### src/rtl/out_vc_alloc.sv
// Output-port VC allocator: binds each packet to a free downstream VC, drives the
// one-hot selOutVC for the head-flit encoder, and gates flits on per-VC credits.
//
// state  | meaning
// IDLE   | no VC bound; a HEAD at the input is allocated a free VC
// ACTIVE | packet bound to cur_vc; flits forwarded while credits remain, until TAIL

module out_vc_alloc #(
    parameter int         V         = 4,
    parameter int         DW        = 16,
    parameter int         BUF_DEPTH = 4,
    parameter logic [1:0] HEAD      = 2'b01,
    parameter logic [1:0] TAIL      = 2'b11
) (
    input  logic          clk,
    input  logic          rst,
    input  logic          flit_valid_i,
    input  logic [DW-1:0] flit_i,
    output logic          flit_ready_o,
    output logic          flit_valid_o,
    output logic [DW-1:0] flit_o,
    output logic [V-1:0]  selOutVC,
    input  logic [V-1:0]  credit_i,
    output logic          err_o
);

    localparam int            CW   = $clog2(BUF_DEPTH + 1);
    localparam int            IW   = (V > 1) ? $clog2(V) : 1;
    localparam logic [CW-1:0] FULL = CW'(BUF_DEPTH);

    typedef enum logic {S_IDLE, S_ACTIVE} state_t;

    state_t        state_q, state_d;
    logic [CW-1:0] cnt_q [V];
    logic [CW-1:0] cnt_d [V];
    logic [V-1:0]  busy_q, busy_d;
    logic [V-1:0]  cur_vc_q, cur_vc_d;
    logic [IW-1:0] rr_ptr_q, rr_ptr_d;
    logic          first_q, first_d;

    logic          is_head, is_tail;
    logic [V-1:0]  free_vc, has_credit, alloc, sent, credit_err;
    logic          grant_found;
    logic [IW-1:0] grant_idx, cur_idx;
    logic          cur_has_credit, xfer, proto_err;

    assign flit_o  = flit_i;
    assign is_head = (flit_i[DW-1:DW-2] == HEAD);
    assign is_tail = (flit_i[DW-1:DW-2] == TAIL);

    always_comb begin
        free_vc    = '0;
        has_credit = '0;
        cur_idx    = '0;
        for (int v = 0; v < V; v++) begin
            free_vc[v]    = !busy_q[v] && (cnt_q[v] == FULL);
            has_credit[v] = (cnt_q[v] != '0);
            if (cur_vc_q[v]) cur_idx = IW'(v);
        end
        cur_has_credit = |(cur_vc_q & has_credit);
    end

    // Rotating-priority search for a fully credited, unreserved VC.
    always_comb begin
        grant_found = 1'b0;
        grant_idx   = '0;
        for (int i = 0; i < V; i++) begin
            if (!grant_found && free_vc[(int'(rr_ptr_q) + i) % V]) begin
                grant_found = 1'b1;
                grant_idx   = IW'((int'(rr_ptr_q) + i) % V);
            end
        end
    end

    always_ff @(posedge clk) begin
        if (rst) state_q <= S_IDLE;
        else     state_q <= state_d;
    end

    always_comb begin
        state_d  = state_q;
        cur_vc_d = cur_vc_q;
        rr_ptr_d = rr_ptr_q;
        first_d  = first_q;
        alloc    = '0;
        unique case (state_q)
            S_IDLE: begin
                if (flit_valid_i && is_head && grant_found) begin
                    for (int v = 0; v < V; v++) alloc[v] = (grant_idx == IW'(v));
                    cur_vc_d = alloc;
                    first_d  = 1'b1;
                    state_d  = S_ACTIVE;
                end
            end
            S_ACTIVE: begin
                if (xfer) first_d = 1'b0;
                if (xfer && is_tail) begin
                    state_d  = S_IDLE;
                    cur_vc_d = '0;
                    rr_ptr_d = (cur_idx == IW'(V - 1)) ? '0 : cur_idx + IW'(1);
                end
            end
            default: state_d = S_IDLE;
        endcase
    end

    always_comb begin
        flit_ready_o = 1'b0;
        flit_valid_o = 1'b0;
        selOutVC     = '0;
        xfer         = 1'b0;
        proto_err    = 1'b0;
        if (!rst) begin
            unique case (state_q)
                S_IDLE: begin
                    if (flit_valid_i && !is_head) begin
                        flit_ready_o = 1'b1;
                        proto_err    = 1'b1;
                    end
                end
                S_ACTIVE: begin
                    selOutVC     = cur_vc_q;
                    flit_ready_o = cur_has_credit;
                    flit_valid_o = flit_valid_i && cur_has_credit;
                    xfer         = flit_valid_i && cur_has_credit;
                    proto_err    = xfer && is_head && !first_q;
                end
                default: ;
            endcase
        end
    end

    // A VC stays reserved until all its slots are credited back and it is no longer bound.
    always_comb begin
        sent       = '0;
        credit_err = '0;
        busy_d     = '0;
        for (int v = 0; v < V; v++) begin
            sent[v]       = xfer && cur_vc_q[v];
            credit_err[v] = credit_i[v] && !sent[v] && (cnt_q[v] == FULL);
            cnt_d[v]      = cnt_q[v];
            if (credit_i[v] && !sent[v] && !credit_err[v]) cnt_d[v] = cnt_q[v] + CW'(1);
            else if (sent[v] && !credit_i[v])              cnt_d[v] = cnt_q[v] - CW'(1);
            busy_d[v] = alloc[v] || (busy_q[v] && !((cnt_d[v] == FULL) && !cur_vc_d[v]));
        end
    end

    assign err_o = !rst && (proto_err || (|credit_err));

    always_ff @(posedge clk) begin
        if (rst) begin
            busy_q   <= '0;
            cur_vc_q <= '0;
            rr_ptr_q <= '0;
            first_q  <= 1'b0;
            for (int v = 0; v < V; v++) cnt_q[v] <= FULL;
        end else begin
            busy_q   <= busy_d;
            cur_vc_q <= cur_vc_d;
            rr_ptr_q <= rr_ptr_d;
            first_q  <= first_d;
            cnt_q    <= cnt_d;
        end
    end

endmodule
### config.mk
export PLATFORM = sky130hd
export DESIGN_NAME = out_vc_alloc
export DESIGN_NICKNAME = d
export VERILOG_FILES = /design/src/rtl/out_vc_alloc.sv
export SDC_FILE = /design/constraint.sdc
export NUM_CORES = 1
export LEC_CHECK = 0
export BUFFER_PORTS_ARGS = -buffer_cell sky130_fd_sc_hd__buf_4
export CORE_ASPECT_RATIO = 0.6
export CORE_MARGIN = 2
export CORE_UTILIZATION = 39
export CTS_BUF_LIST = sky130_fd_sc_hd__clkbuf_2
export DETAILED_ROUTE_END_ITERATION = 10
export GPL_TIMING_DRIVEN = 0
export PLACE_DENSITY = 0.68
export SLEW_MARGIN = 20
export SYNTH_ARGS = -nofsm -noshare
export SYNTH_HDL_FRONTEND = slang
export SYNTH_SLANG_ARGS = --single-unit
### constraint.sdc
create_clock -name clk -period 5.95 [get_ports clk]
set_input_delay 0.595 -clock clk [delete_from_list [all_inputs] [get_ports clk]]
set_output_delay 0.595 -clock clk [all_outputs]
set_load 0.02 [all_outputs]
==> impl_metrics.yaml <==
synthesis:
  synth_area_leaders: "dfxtp_1 24%, ha_1 7.4%, buf_4 5.9%"
  yosysWarnings: 0
  ys_async_sr_fraction_pct: 0
  avgSynthCellArea_um2: 8.103
  ys_types: 51
  synth_top_cell_by_area: "dfxtp_1"
  ys_ff_latch: 24
  synth_edf_count: 0
  synth_seq_area_share_pct: 23.72
  synth_top_area_share_pct: 23.72
  syn_area_um2: 2026
  synth_fp_nets: 285
  netlist_instances: 250
  synth_top_cells_by_count: "24 x dfxtp_1, 24 x nor2_1, 19 x a21oi_1"
  synth_flop_cell: "dfxtp_1"
detailed_routing:
  routed_wl_um: 4850
  first_pass_iters: 4
  wl_per_cell_um: 13.98
  via_count: 1871
  drtAntennaViolNets: 0
  vias_per_cell: 5.392
  drc: 0
  drt_iter0_drc: 81
critical_path:
  reg2reg_setup_slack_ns: 3.49
  start_kind: "flop"
  critPathLaunch: "cnt_q[9]"
  r2r-end: "busy_q[2]"
  arrival_ns: 2.71
  required_ns: 5.36
  rr_worst_depth: 8
  worstReg2RegStart: "cnt_q[9]"
  crit_path_end_kind: "output pin"
  worstSetupPathType: "reg2out"
  critical_path_peak_fanout: 10
place:
  place.gp.congestion: 0.8394
  port_buffers: 28
  place_hpwl_um: 3878
  place_ws_ns: 3.050
clock_network:
  insertion_delay_ns: 0.34
  cts_max_level: 1
  postCtsSetupBuffers: 0
  cts_tree: "yes"
  cts_resized: 0
  clock_path_buffers: 2
  cts_inserted_buffers: 3
  root_buffer: "clkbuf_2"
  cts.sinks: 24
  postCtsHoldBufs: 0
  path_clk_slew_ns: 0.21
cells_and_area:
  fin_util_pct: 46.39
  register_area_um2: 480.5
  drive_gt1_share_pct: 21.00
  final_nets: 318
  num-fill-cells: 511
  area_growth_pct: 15.19
  antenna_cells: 0
  multi_input_area_um2: 1333
timing:
  finalCriticalPeriod_ns: 3.309
  worst-slew-pin-transition_ns: 0.5421
  fmax_mhz: 302.2
  slew_violations: 0
  worst_slack_ns: 2.641
  final-setup-viol-count: 0
  grt_setup_unrepaired: "no"
  final_hold_viol_count: 0
  max_slew_margin_pct: 63.86
  holdWs_ns: 0.5044
  timing.final.crit_share_pct: 55.61
  finalSetupTns_ns: 0
  clock_skew_ns: 0.006305
floorplan:
  chipWidth_um: 97.04
  core-area_um2: 5030
  num_rows: 20
  fp.dieH_um: 59.83
  start_util_pct: 40.27
  dieArea_um2: 5805
  ioPinCount: 46
job:
  maxCapViolations: 0
grt:
  grt-ovfl-total: 0
  antenna_found_initial: 0
  grt_use_total_pct: 16.94
  grt_pass1_vias: 1709
  grt_max_degree: 13
  grt_pass1_wl_um: 7997
run_status:
  status: "finished, final reports clean"
pwr:
  power_mw: 0.4495
  ir_drop_uv: 174.9
  p_per_area_nw_per_um2: 192.6
  leakagePower_nw: 0.9799
worst_hold_path:
  hold_class: "reg2reg"
  hold_end: "first_q"
  holdPathStages: 2
  hp-start: "first_q"
==> sequential cells by signal (all words and copies together) (netlist names) <==
name,flops
rr_ptr_q,2
first_q,1
cnt_q,12
cur_vc_q,4
busy_q,4
state_q,1
==> worst max-delay path, stage by stage, from the launching register on <==
cell and delay, ns:
dfxtp_1 0.43, inv_1 0.13, ha_1 0.30, nand2b_4 0.08, a22oi_4 0.36, a211o_1 0.18, buf_2 0.20, nand2_1 0.09
o22a_1 0.21, a41oi_1 0.22, buf_4 0.18
==> area by class of cell <==
cell class                      count  area share, %
Timing Repair Buffer               28          9.008
Buffer                             26          7.185
Tap cell                           66          3.539
Clock buffer                        3         0.6434
Inverter                           12          1.930
Sequential cell                    24          20.59
Multi-Input combinational cell    188          57.10
==> stage by stage <==
stage | area [µm²] | instances
after detailed placement | 2318 | 344
final | 2333 | 347
after global routing | 2333 | 347
after global placement | 2318 | 344
after CTS | 2333 | 347
after floorplan | 2026 | 250
==> how the worst max path moves through the flow <==
stage                       end  cells after the start
after floorplan           err_o                      9
after global placement    err_o                     10
after detailed placement  err_o                     10
after CTS                 err_o                     10
after global routing      err_o                     10
final                     err_o                     10
==> metal layers <==
metal / wire length [µm] / share of wire [%] / GRT usage, % / vias to the layer above
met4: 10 / 0.21 / 1.207 / 0
li1: - / - / - / 961
met3: 351 / 7.2 / 3.743 / 2
met1: 2498 / 52 / 24.98 / 867
met2: 1991 / 41 / 26.59 / 41
met5: 0 / 0 / 0 / -
==> power by group <==
group	leakage [nW]	internal, mW	switching (mW)
sequential	0.194	0.173	0.0144
combinational	0.773	0.0877	0.114
clock	0.0125	0.0137	0.0471
total	0.980	0.274	0.175
==> cell usage in the layout (no fill, tap or decap), drive strengths merged, types with 5 or more instances in the layout <==
cell,instances
a211o,5
ha,12
nor2,24
nand4b,5
nand3b,6
dfxtp,24
a211oi,9
nor3,5
inv,12
mux2i,8
nor2b,5
a311oi,6
clkbuf,10
nand2,18
a21oi,20
nand2b,7
buf,47
==> cells by family (layout without fill, tap and decap cells) <==
group / after synthesis / count (layout) / share of synthesized area, %
adders and majority gates: 12 / 12 / 7.412
DFF: 24 / 24 / 23.72
muxes: 12 / 12 / 6.362
xor gates and xnor gates: 4 / 4 / 1.729
AOI/OAI and AO/OA: 66 / 66 / 24.21
buffers and inverters: 38 / 69 / 10.50
and+or+nand+nor: 94 / 94 / 26.07
Power figures use the tool's default switching activity.
